`src/rtl/aes_pkg.sv`:
```
// aes_pkg: Rijndael ShiftRows constants and index helpers.
package aes_pkg;
    localparam int NB_128 = 4;
    localparam int NB_192 = 6;
    localparam int NB_256 = 8;

    // Rijndael-256 uses the wider 1/3/4 offsets on rows 1..3
    function automatic int shift_amt(input int nb, input int row);
        return (nb == NB_256 && row >= 2) ? row + 1 : row;
    endfunction

    function automatic int byte_idx(input int row, input int col);
        return 4 * col + row;
    endfunction
endpackage

```
`src/rtl/aes_shift_rows_perm.sv`:
```
// aes_shift_rows_perm: combinational ShiftRows/InvShiftRows byte permutation.
// BW is the lane width per state byte (8 for data, 1 for per-byte parity).
module aes_shift_rows_perm
    import aes_pkg::*;
#(
    parameter int NB = 4,
    parameter int BW = 8
) (
    input  logic [4*NB*BW-1:0] i_data,
    input  logic               i_inv,
    output logic [4*NB*BW-1:0] o_data
);
    localparam int W = 4 * NB * BW;

    for (genvar r = 0; r < 4; r++) begin : g_row
        for (genvar c = 0; c < NB; c++) begin : g_col
            localparam int S   = shift_amt(NB, r);
            localparam int DST = W - 1 - BW * byte_idx(r, c);
            localparam int FWD = W - 1 - BW * byte_idx(r, (c + S) % NB);
            localparam int INV = W - 1 - BW * byte_idx(r, (c + NB - S) % NB);
            assign o_data[DST -: BW] = i_inv ? i_data[INV -: BW] : i_data[FWD -: BW];
        end
    end
endmodule

```
`src/rtl/aes_shift_rows_pipe.sv`:
```
// aes_shift_rows_pipe: elastic ShiftRows/InvShiftRows stage with main + skid registers.
// Define AES_SHIFT_ROWS_PARITY_EN to add per-byte parity ports (in_par, out_par, par_err).
module aes_shift_rows_pipe
    import aes_pkg::*;
#(
    parameter int NB    = 4,
    parameter int TAG_W = 4
) (
    input  logic               clk,
    input  logic               rst_n,
    input  logic               in_valid,
    output logic               in_ready,
    input  logic [32*NB-1:0]   in_data,
    input  logic               in_inv,
    input  logic [TAG_W-1:0]   in_tag,
`ifdef AES_SHIFT_ROWS_PARITY_EN
    input  logic [4*NB-1:0]    in_par,
    output logic [4*NB-1:0]    out_par,
    output logic               par_err,
`endif
    output logic               out_valid,
    input  logic               out_ready,
    output logic [32*NB-1:0]   out_data,
    output logic               out_inv,
    output logic [TAG_W-1:0]   out_tag
);
    localparam int W = 32 * NB;
`ifdef AES_SHIFT_ROWS_PARITY_EN
    localparam int PW = 4 * NB;
    localparam int DW = W + 1 + TAG_W + PW;
`else
    localparam int DW = W + 1 + TAG_W;
`endif

    if (NB != NB_128 && NB != NB_192 && NB != NB_256) begin : g_bad_nb
        $error("aes_shift_rows_pipe: NB must be 4, 6 or 8");
    end

    logic [W-1:0]  w_perm;
    logic [DW-1:0] w_word;
    logic          w_acc;
    logic          w_con;
    logic [DW-1:0] r_m;
    logic [DW-1:0] r_s;
    logic          r_m_valid;
    logic          r_s_valid;

    aes_shift_rows_perm #(.NB(NB), .BW(8)) u_perm (
        .i_data(in_data),
        .i_inv (in_inv),
        .o_data(w_perm)
    );

`ifdef AES_SHIFT_ROWS_PARITY_EN
    logic [PW-1:0] w_par_msb;
    logic [PW-1:0] w_par_perm;
    logic [PW-1:0] w_par_out;
    logic [PW-1:0] w_par_calc;
    logic          r_par_err;

    // parity bit k belongs to byte k, which the permuter addresses MSB-first
    for (genvar k = 0; k < PW; k++) begin : g_par
        assign w_par_calc[k]        = ^in_data[W-1-8*k -: 8];
        assign w_par_msb[PW-1-k]    = in_par[k];
        assign out_par[k]           = w_par_out[PW-1-k];
    end

    aes_shift_rows_perm #(.NB(NB), .BW(1)) u_par_perm (
        .i_data(w_par_msb),
        .i_inv (in_inv),
        .o_data(w_par_perm)
    );

    assign w_word                                = {w_perm, in_inv, in_tag, w_par_perm};
    assign {out_data, out_inv, out_tag, w_par_out} = r_m;
    assign par_err                               = r_par_err;

    always_ff @(posedge clk or negedge rst_n) begin
        if (!rst_n)
            r_par_err <= 1'b0;
        else if (w_acc && |(w_par_calc ^ in_par))
            r_par_err <= 1'b1;
    end
`else
    assign w_word                     = {w_perm, in_inv, in_tag};
    assign {out_data, out_inv, out_tag} = r_m;
`endif

    assign in_ready  = ~r_s_valid;
    assign out_valid = r_m_valid;
    assign w_acc     = in_valid & ~r_s_valid;
    assign w_con     = r_m_valid & out_ready;

    // an accept never coincides with S draining, since in_ready is low while S is full
    always_ff @(posedge clk or negedge rst_n) begin
        if (!rst_n) begin
            r_m       <= '0;
            r_s       <= '0;
            r_m_valid <= 1'b0;
            r_s_valid <= 1'b0;
        end else begin
            if (w_acc && (!r_m_valid || w_con)) begin
                r_m       <= w_word;
                r_m_valid <= 1'b1;
            end else if (w_con && r_s_valid) begin
                r_m       <= r_s;
                r_s_valid <= 1'b0;
            end else if (w_con) begin
                r_m_valid <= 1'b0;
            end
            if (w_acc && r_m_valid && !w_con) begin
                r_s       <= w_word;
                r_s_valid <= 1'b1;
            end
        end
    end
endmodule

```
`config.mk`:
```
export PLATFORM = sky130hd
export DESIGN_NAME = aes_shift_rows_pipe
export DESIGN_NICKNAME = d
export VERILOG_FILES = /design/src/rtl/aes_pkg.sv /design/src/rtl/aes_shift_rows_perm.sv /design/src/rtl/aes_shift_rows_pipe.sv
export SDC_FILE = /design/constraint.sdc
export NUM_CORES = 1
export LEC_CHECK = 0
export ABC_CLOCK_PERIOD_IN_PS = 2000
export BUFFER_PORTS_ARGS = -buffer_cell sky130_fd_sc_hd__buf_2
export CORE_AREA = 2 2 226 228
export CTS_CLUSTER_SIZE = 16
export DETAILED_ROUTE_END_ITERATION = 8
export DIE_AREA = 0 0 228 230
export PLACE_DENSITY = 0.54
export REMOVE_ABC_BUFFERS = 1
export SLEW_MARGIN = 20
export SYNTH_ARGS = -nofsm -noshare
export SYNTH_HDL_FRONTEND = slang
export SYNTH_HIERARCHICAL = 1
export SYNTH_SLANG_ARGS = --single-unit
```
`constraint.sdc`:
```
create_clock -name clk -period 2 [get_ports clk]
set_input_delay 0.2 -clock clk [delete_from_list [all_inputs] [get_ports clk]]
set_output_delay 0.2 -clock clk [all_outputs]
set_load 0.03 [all_outputs]
```
==> Implementation_results.wiki, run 1 <==
{| class="wikitable"
! Metric !! Value
|-
| Result of the run || complete, no violations
|-
| Internal power contribution || 15.4 mW
|-
| Final-report hold violation count || 0
|-
| Period utilisation layout || 88.9%
|-
| Number of gates resized after cts || 0
|-
| Area of the die || 0.0524 mm^2
|-
| Clock root buffer || clkbuf_16
|-
| Delay of the slowest critical-path stage || 450 ps
|-
| Final Net Count || 1421
|-
| Sink count of the clock tree || 268
|-
| Largest net degree at the start of global routing || 70
|-
| Mean instance size in the synthesized netlist || 13.6 um^2
|-
| Portion of total power attributed to the clock network || 22.2%
|-
| Min-Delay Path Depth || 3
|-
| Number of iterations in the first detailed-routing pass || 4
|-
| Top achievable clock speed || 562 MHz
|-
| Setup TNS after final layout || 0 ps
|-
| Yosys warnings || 6
|-
| Data arrival time of the worst path || 2230 ps
|-
| Worst r2r dst || r_s[100]$_DFFE_PN0P_
|-
| Bufs on Longest Clock Path || 3
|-
| Post-route standard cell area excluding fillers || 0.0168 mm^2
|-
| Total number of H-tree levels || 1
|-
| Proportion of layout cells with a drive suffix above 1 || 32.7%
|-
| List of cells traversed by the critical path || nand2b_1 -> nor2_4 -> buf_12 -> mux2_1
|-
| Global-route congestion overflow total || 0
|-
| Antenna Nets Post-Route || 0
|-
| Combined area of all synthesized cells || 0.0124 mm^2
|-
| Total Wirelength || 33200 um
|-
| Worst Hold Launch || in_data[51]
|-
| Cell row count || 82
|-
| Unrepaired setup endpoints after global routing || no
|-
| Gate count of the mapped netlist || 907
|-
| 1st-iter DRT viols || 409
|-
| Switching part of the total || 38.3%
|-
| Worst hold endpoint || r_s[24]$_DFFE_PN0P_
|-
| Effective utilization at floorplan || 24.8%
|-
| Power per cell area || 1490 mW/mm^2
|-
| Gr usage total || 12.5%
|-
| Hold WS || 46.9 ps
|-
| Die outline height || 230 um
|-
| Average wire per cell in the routed design || 16.8 um
|-
| Max Transition Viols Final || 0
|-
| Static leakage || 7.74 nW
|-
| I/O Buffers || 271
|-
| Sequential power share || 38.2%
|-
| Library cell contributing the largest single delay on the critical path || dfrtp_1
|-
| Worst path buffer plus inverter count || 1
|-
| Placement Cell Area || 0.0142 mm^2
|-
| Number of antenna violations at the first check in global routing || 2
|-
| I/O pin count || 272
|-
| Path type of the worst min-delay path || in2reg
|-
| Worst Clk Skew || 11.7 ps
|-
| Cell family contributing the most delay on the critical path || flip-flops
|-
| Clock tree from TritonCTS || built
|-
| Later-pin clock latency in the skew report || 570 ps
|-
| Wire length of the first global-routing pass || 53100 um
|-
| Filler Cells Inserted || 4950
|-
| Peak supply drop || 760 uV
|-
| Transition time of the tightest slew-check pin || 664 ps
|-
| Number of clock buffers inserted by TritonCTS || 31
|-
| Post-CTS Setup Inserts || 0
|-
| Part of the total power dissipated in combinational logic || 39.6%
|-
| Total half-perimeter wirelength after legalization and detailed placement || 20400 um
|-
| Growth of design area from synthesis to finish || 35.9%
|-
| Final setup violation count || 0
|-
| Setup crit end kind || flop
|-
| Critical path start-end classification || reg2reg
|-
| Worst reg2reg setup slack || 220 ps
|-
| Placeable core region || 0.0499 mm^2
|-
| Biggest fanout along the worst timing path || 69
|-
| Number of max-cap violations || 0
|-
| Horizontal die dimension || 228 um
|-
| Startpoint types || flop
|-
| Worst max-slew margin expressed relative to the limit || 55.6%
|-
| Number of global-route vias before repair || 9414
|-
| Required arrival time at the worst endpoint || 2450 ps
|-
| Register bit total from synthesis || 268
|-
| Cells on worst reg2reg path || 4
|-
| Minimum clock period after layout || 1780 ps
|-
| Share of the yosys chip area belonging to registers || 54.3%
|-
| Unique masters post-synth || 24
|-
| Number of vias in the routed layout || 8725
|-
| Total net switching power || 9.55 mW
|-
| Launching point of the worst reg2reg path || out_valid$_DFFE_PN0P_
|-
| Final Wtd Congestion || 0.717
|-
| Per-cell via count in the routed design || 4.41
|-
| Register clock-pin slew on the reported worst setup and hold paths || 60 ps
|-
| DR DRC count || 0
|}
-- sequential cells by signal (all words and copies together) (netlist names) --
register	cells
out_valid	1
r_m	133
r_s	133
r_s_valid	1
-- through the flow --
step	total power, mW	worst slack, ps	util, %	cells
after global routing	26.5	126	33.7	1979
after floorplan	15.6	-4820	-	776
final	24.9	222	33.7	1980
after global placement	19.0	250	28.4	1759
after detailed placement	19.3	225	28.4	1759
after CTS	25.3	194	33.7	1977
-- cells by family after synthesis --
family / share of synthesized area, %
AOI/OAI and AO/OA: 10.5
buffers and inverters: 7.53
DFF: 54.3
muxes: 19.8
and+or+nand+nor: 7.95
-- area by class of cell --
cell class / instances / area (um^2) / area share, %
antenna: 3 / 7.51 / 0.0447
clock buffer: 45 / 908 / 5.41
clock inverter: 9 / 75.1 / 0.447
inverter: 2 / 7.51 / 0.0447
multi-input combinational: 506 / 4750 / 28.3
sequential: 268 / 6710 / 39.9
tap: 672 / 841 / 5.01
timing repair buffer: 475 / 3500 / 20.8
-- worst max path at each step --
stage | from | to | slack, ps | cells after the start
6_report | out_valid$_DFFE_PN0P_ | r_s[100]$_DFFE_PN0P_ | 220 | 4
5_1_grt | out_valid$_DFFE_PN0P_ | r_s[78]$_DFFE_PN0P_ | 130 | 4
4_1_cts | out_valid$_DFFE_PN0P_ | r_s[100]$_DFFE_PN0P_ | 190 | 4
3_5_place_dp | out_valid$_DFFE_PN0P_ | r_s[100]$_DFFE_PN0P_ | 220 | 4
3_3_place_gp | out_valid$_DFFE_PN0P_ | r_s[36]$_DFFE_PN0P_ | 250 | 4
2_1_floorplan | out_valid$_DFFE_PN0P_ | r_m[0]$_DFFE_PN0P_ | -4820 | 3
-- tightest hold or removal path: cells and delay by family --
family | cells | cell delay, ps
buf+inv | 1 | 100
mux | 2 | 270
-- synth_stat cells (all sizes together) --
cell / count / area share (%)
a21oi: 2 / 0.081
a221o: 118 / 9.6
a31oi: 16 / 0.81
and2: 118 / 6.0
and3: 1 / 0.051
buf: 108 / 6.8
clkbuf: 23 / 0.70
dfrtp: 268 / 54
inv: 2 / 0.061
mux2: 197 / 20
nand2: 31 / 0.94
nand2b: 2 / 0.10
nand3: 2 / 0.081
nor2: 2 / 0.14
nor2b: 1 / 0.051
nor3: 15 / 0.61
o21ai: 1 / 0.040
-- layer usage --
metal	up-vias	share of wire [%]	global-route usage, %
li1	4010	-	-
met1	4448	44	16.0
met2	222	48	21.2
met3	45	5.5	2.59
met4	0	2.3	3.72
met5	-	0	0
-- power groups by stage --
stage               clock network, mW  logic, mW  registers, mW
global route                     5.99       10.6           9.87
CTS                              5.77       10.0           9.53
finish                           5.55       9.87           9.53
detailed placement                  0       9.73           9.56
global placement                    0       9.53           9.50
floorplan                           0       3.76           11.8
-- cell usage in the layout (no fill, tap or decap) --
cell type / netlist / layout
mux2_2: 4 / 4
and3_4: 0 / 1
clkbuf_8: 0 / 8
diode_2: 0 / 3
nor3_1: 15 / 15
buf_2: 24 / 269
mux2_1: 133 / 133
nand2b_1: 2 / 2
clkbuf_16: 0 / 31
a21oi_1: 2 / 2
mux2_4: 60 / 60
nand3_1: 2 / 2
buf_12: 6 / 15
clkinvlp_4: 0 / 2
clkbuf_1: 23 / 6
clkinv_2: 0 / 6
a31oi_1: 16 / 15
inv_1: 2 / 2
buf_8: 0 / 1
a31oi_4: 0 / 1
nor2b_1: 1 / 1
o21ai_0: 1 / 1
and2_1: 118 / 118
dlygate4sd3_1: 0 / 164
dfrtp_1: 268 / 268
bufinv_16: 0 / 1
a221o_1: 118 / 118
nor2_4: 1 / 2
buf_4: 73 / 26
nand2_1: 31 / 31
-- timing repair --
action                                  4_1_cts  5_1_grt
endpoints found under the setup margin        0        0
hold endpoints to repair                    456        0
hold buffers                                164        0
No activity file was read; power rests on OpenSTA's default activity.
==> run 2, diff against run 1 <==
--- a/config.mk
+++ b/config.mk
@@ -6,12 +6,12 @@
 export NUM_CORES = 1
 export LEC_CHECK = 0
 export ABC_CLOCK_PERIOD_IN_PS = 2000
-export BUFFER_PORTS_ARGS = -buffer_cell sky130_fd_sc_hd__buf_2
 export CORE_AREA = 2 2 226 228
 export CTS_CLUSTER_SIZE = 16
 export DETAILED_ROUTE_END_ITERATION = 8
 export DIE_AREA = 0 0 228 230
-export PLACE_DENSITY = 0.54
+export DONT_BUFFER_PORTS = 1
+export PLACE_DENSITY = 0.49
 export REMOVE_ABC_BUFFERS = 1
 export SLEW_MARGIN = 20
 export SYNTH_ARGS = -nofsm -noshare
==> run 2 against run 1 <==
Against the previous run:
- the flow now finishes with violations (hold timing)
- clock power increased by 18%
- clock-buffer cell count up 7
- die area unchanged
- register-to-register slack is essentially flat
- total power shrank 1.6%
- via count down 11%
- non-clock buffer count shrank 253
- utilization decreased by 2.0 points
- clock skew is 0.61 ps higher
- sequential cell count unchanged
- setup slack worse by 7.1 ps
- critical path type unchanged
- critical endpoint is now r_m[43]$_DFFE_PN0P_
==> Implementation_results.wiki, run 2 (synthesized netlist as in run 1, its figures left out) <==
{| class="wikitable"
! Metric !! Value
|-
| Hold WS || -620 ps
|-
| Final setup violation count || 0
|-
| Power per cell area || 1550 mW/mm^2
|-
| Area of the die || 0.0524 mm^2
|-
| Growth of design area from synthesis to finish || 27.9%
|-
| Clock tree from TritonCTS || built
|-
| Startpoint types || flop
|-
| Antenna Nets Post-Route || 0
|-
| Finished Core Util || 31.7%
|-
| Path type of the worst min-delay path || in2async
|-
| Final-report hold violation count || 268
|-
| Post-route standard cell area excluding fillers || 0.0158 mm^2
|-
| Antenna cell count || 0
|-
| Worst Clk Skew || 12.3 ps
|-
| Cell row count || 82
|-
| Total half-perimeter wirelength after legalization and detailed placement || 18300 um
|-
| Total Wirelength || 31000 um
|-
| Per-cell via count in the routed design || 4.50
|-
| Worst reg2reg setup slack || 210 ps
|-
| Post-CTS Setup Inserts || 0
|-
| Sink count of the clock tree || 268
|-
| Transition time of the tightest slew-check pin || 673 ps
|-
| List of cells traversed by the critical path || nand2b_1 -> buf_4 -> nor2_4 -> buf_12 -> a221o_1
|-
| Average wire per cell in the routed design || 17.9 um
|-
| Largest registers ranked by flip-flop count || r_m (133), r_s (133)
|-
| Setup TNS after final layout || 0 ps
|-
| Later-pin clock latency in the skew report || 520 ps
|-
| Die outline height || 230 um
|-
| Multi-input combinational cell area || 0.00475 mm^2
|-
| Horizontal die dimension || 228 um
|-
| Largest net degree at the start of global routing || 269
|-
| Number of iterations in the first detailed-routing pass || 4
|-
| Period utilisation layout || 89.3%
|-
| Minimum clock period after layout || 1790 ps
|-
| Bufs on Longest Clock Path || 3
|-
| Top achievable clock speed || 560 MHz
|-
| Max Transition Viols Final || 0
|-
| Filler Cells Inserted || 4998
|-
| I/O Buffers || 0
|-
| Post-CTS Hold Buffers || 196
|-
| Launching point of the worst reg2reg path || r_s_valid$_DFFE_PN0P_
|-
| Worst setup margin || 215 ps
|-
| Unrepaired setup endpoints after global routing || no
|-
| DR DRC count || 0
|-
| Peak supply drop || 806 uV
|-
| Failing checks || hold timing
|-
| Number of vias in the routed layout || 7788
|-
| 1st-iter DRT viols || 447
|-
| Wire length of the first global-routing pass || 49700 um
|-
| Placement Cell Area || 0.0126 mm^2
|-
| Number of max-cap violations || 0
|-
| Number of antenna violations at the first check in global routing || 0
|-
| Final Net Count || 1171
|-
| Final Wtd Congestion || 0.758
|-
| Gr usage total || 11.8%
|-
| Required arrival time at the worst endpoint || 2390 ps
|-
| Effective utilization at floorplan || 24.8%
|-
| I/O pin count || 272
|-
| Library cell contributing the largest single delay on the critical path || dfrtp_1
|-
| Register clock-pin slew on the reported worst setup and hold paths || 60 ps
|-
| Placeable core region || 0.0499 mm^2
|-
| Worst max-slew margin expressed relative to the limit || 55.0%
|-
| Critical path start-end classification || reg2reg
|-
| Number of gates resized after cts || 0
|-
| Most common cell after layout, fill and taps aside || dfrtp_1
|-
| Setup crit end kind || flop
|-
| Proportion of layout cells with a drive suffix above 1 || 13.9%
|-
| Biggest fanout along the worst timing path || 58
|-
| Number of global-route vias before repair || 8487
|-
| Result of the run || finished, violations left
|-
| Delay of the slowest critical-path stage || 410 ps
|-
| DP Worst Slack || 277 ps
|-
| Commonest cells after routing, fill and taps aside || dfrtp_1 (268), dlygate4sd3_1 (196), mux2_1 (133)
|-
| Beginning of the critical path || r_s_valid$_DFFE_PN0P_
|-
| Sequential Area || 0.00671 mm^2
|-
| Data arrival time of the worst path || 2180 ps
|-
| Clock root buffer || clkbuf_16
|-
| Global-route congestion overflow total || 0
|-
| Static leakage || 6.78 nW
|-
| Number of clock buffers inserted by TritonCTS || 34
|-
| Total number of H-tree levels || 2
|}
[run 2: cell count changes in the layout (fill, tap and decap cells not counted), sizes merged]
cell,delta
buf,-285
clkinv,-2
bufinv,+3
clkinvlp,-2
dlygate4sd3,+32
diode,-3
clkbuf,+7
[run 2: path summary, 6_finish.rpt]
path,endpoint,cells past startpoint
min in group clk,r_s[11]$_DFFE_PN0P_,2
worst min-delay path,r_m[108]$_DFFE_PN0P_,0
worst max-delay path,r_m[43]$_DFFE_PN0P_,5
worst min register to register,r_s[103]$_DFFE_PN0P_,1
max in group asynchronous,r_m[36]$_DFFE_PN0P_,0
worst max register to register,r_m[43]$_DFFE_PN0P_,5
[run 2: area by class of cell]
cell class | count | area share [%]
timing repair buffer | 222 | 14.6
clock inverter | 8 | 0.886
multi-input combinational | 506 | 30.0
tap | 672 | 5.32
clock buffer | 52 | 6.72
inverter | 2 | 0.0475
sequential | 268 | 42.4
[run 2: routing by layer]
layer | wire (um) | vias to the layer above | GRT usage, % | share of wire, %
met5 | 0 | - | 0 | 0
met4 | 607 | 0 | 3.47 | 2.0
met3 | 2200 | 41 | 4.13 | 7.1
met2 | 15000 | 214 | 19.6 | 48
met1 | 13200 | 4009 | 14.6 | 43
li1 | - | 3524 | - | -
[run 2: worst max-delay path, delay by kind of cell, from the launching register on]
family	cells	cell delay [ps]
compound gates	1	410
buf+inv	2	450
flops	1	410
simple gates	2	270
[run 2: report_power, final]
group | leakage [nW] | internal, mW | switching (mW)
Sequential | 3.24 | 8.09 | 4.35
Combinational | 2.94 | 3.14 | 2.44
Clock | 0.594 | 4.17 | 2.37
[run 2: stage by stage]
| stage | power [mW] | std cells |
|---|---|---|
| floorplan | 15.6 | 776 |
| global placement | 17.6 | 1474 |
| detailed placement | 17.8 | 1474 |
| CTS | 24.9 | 1730 |
| global route | 26.0 | 1730 |
| finish | 24.6 | 1730 |
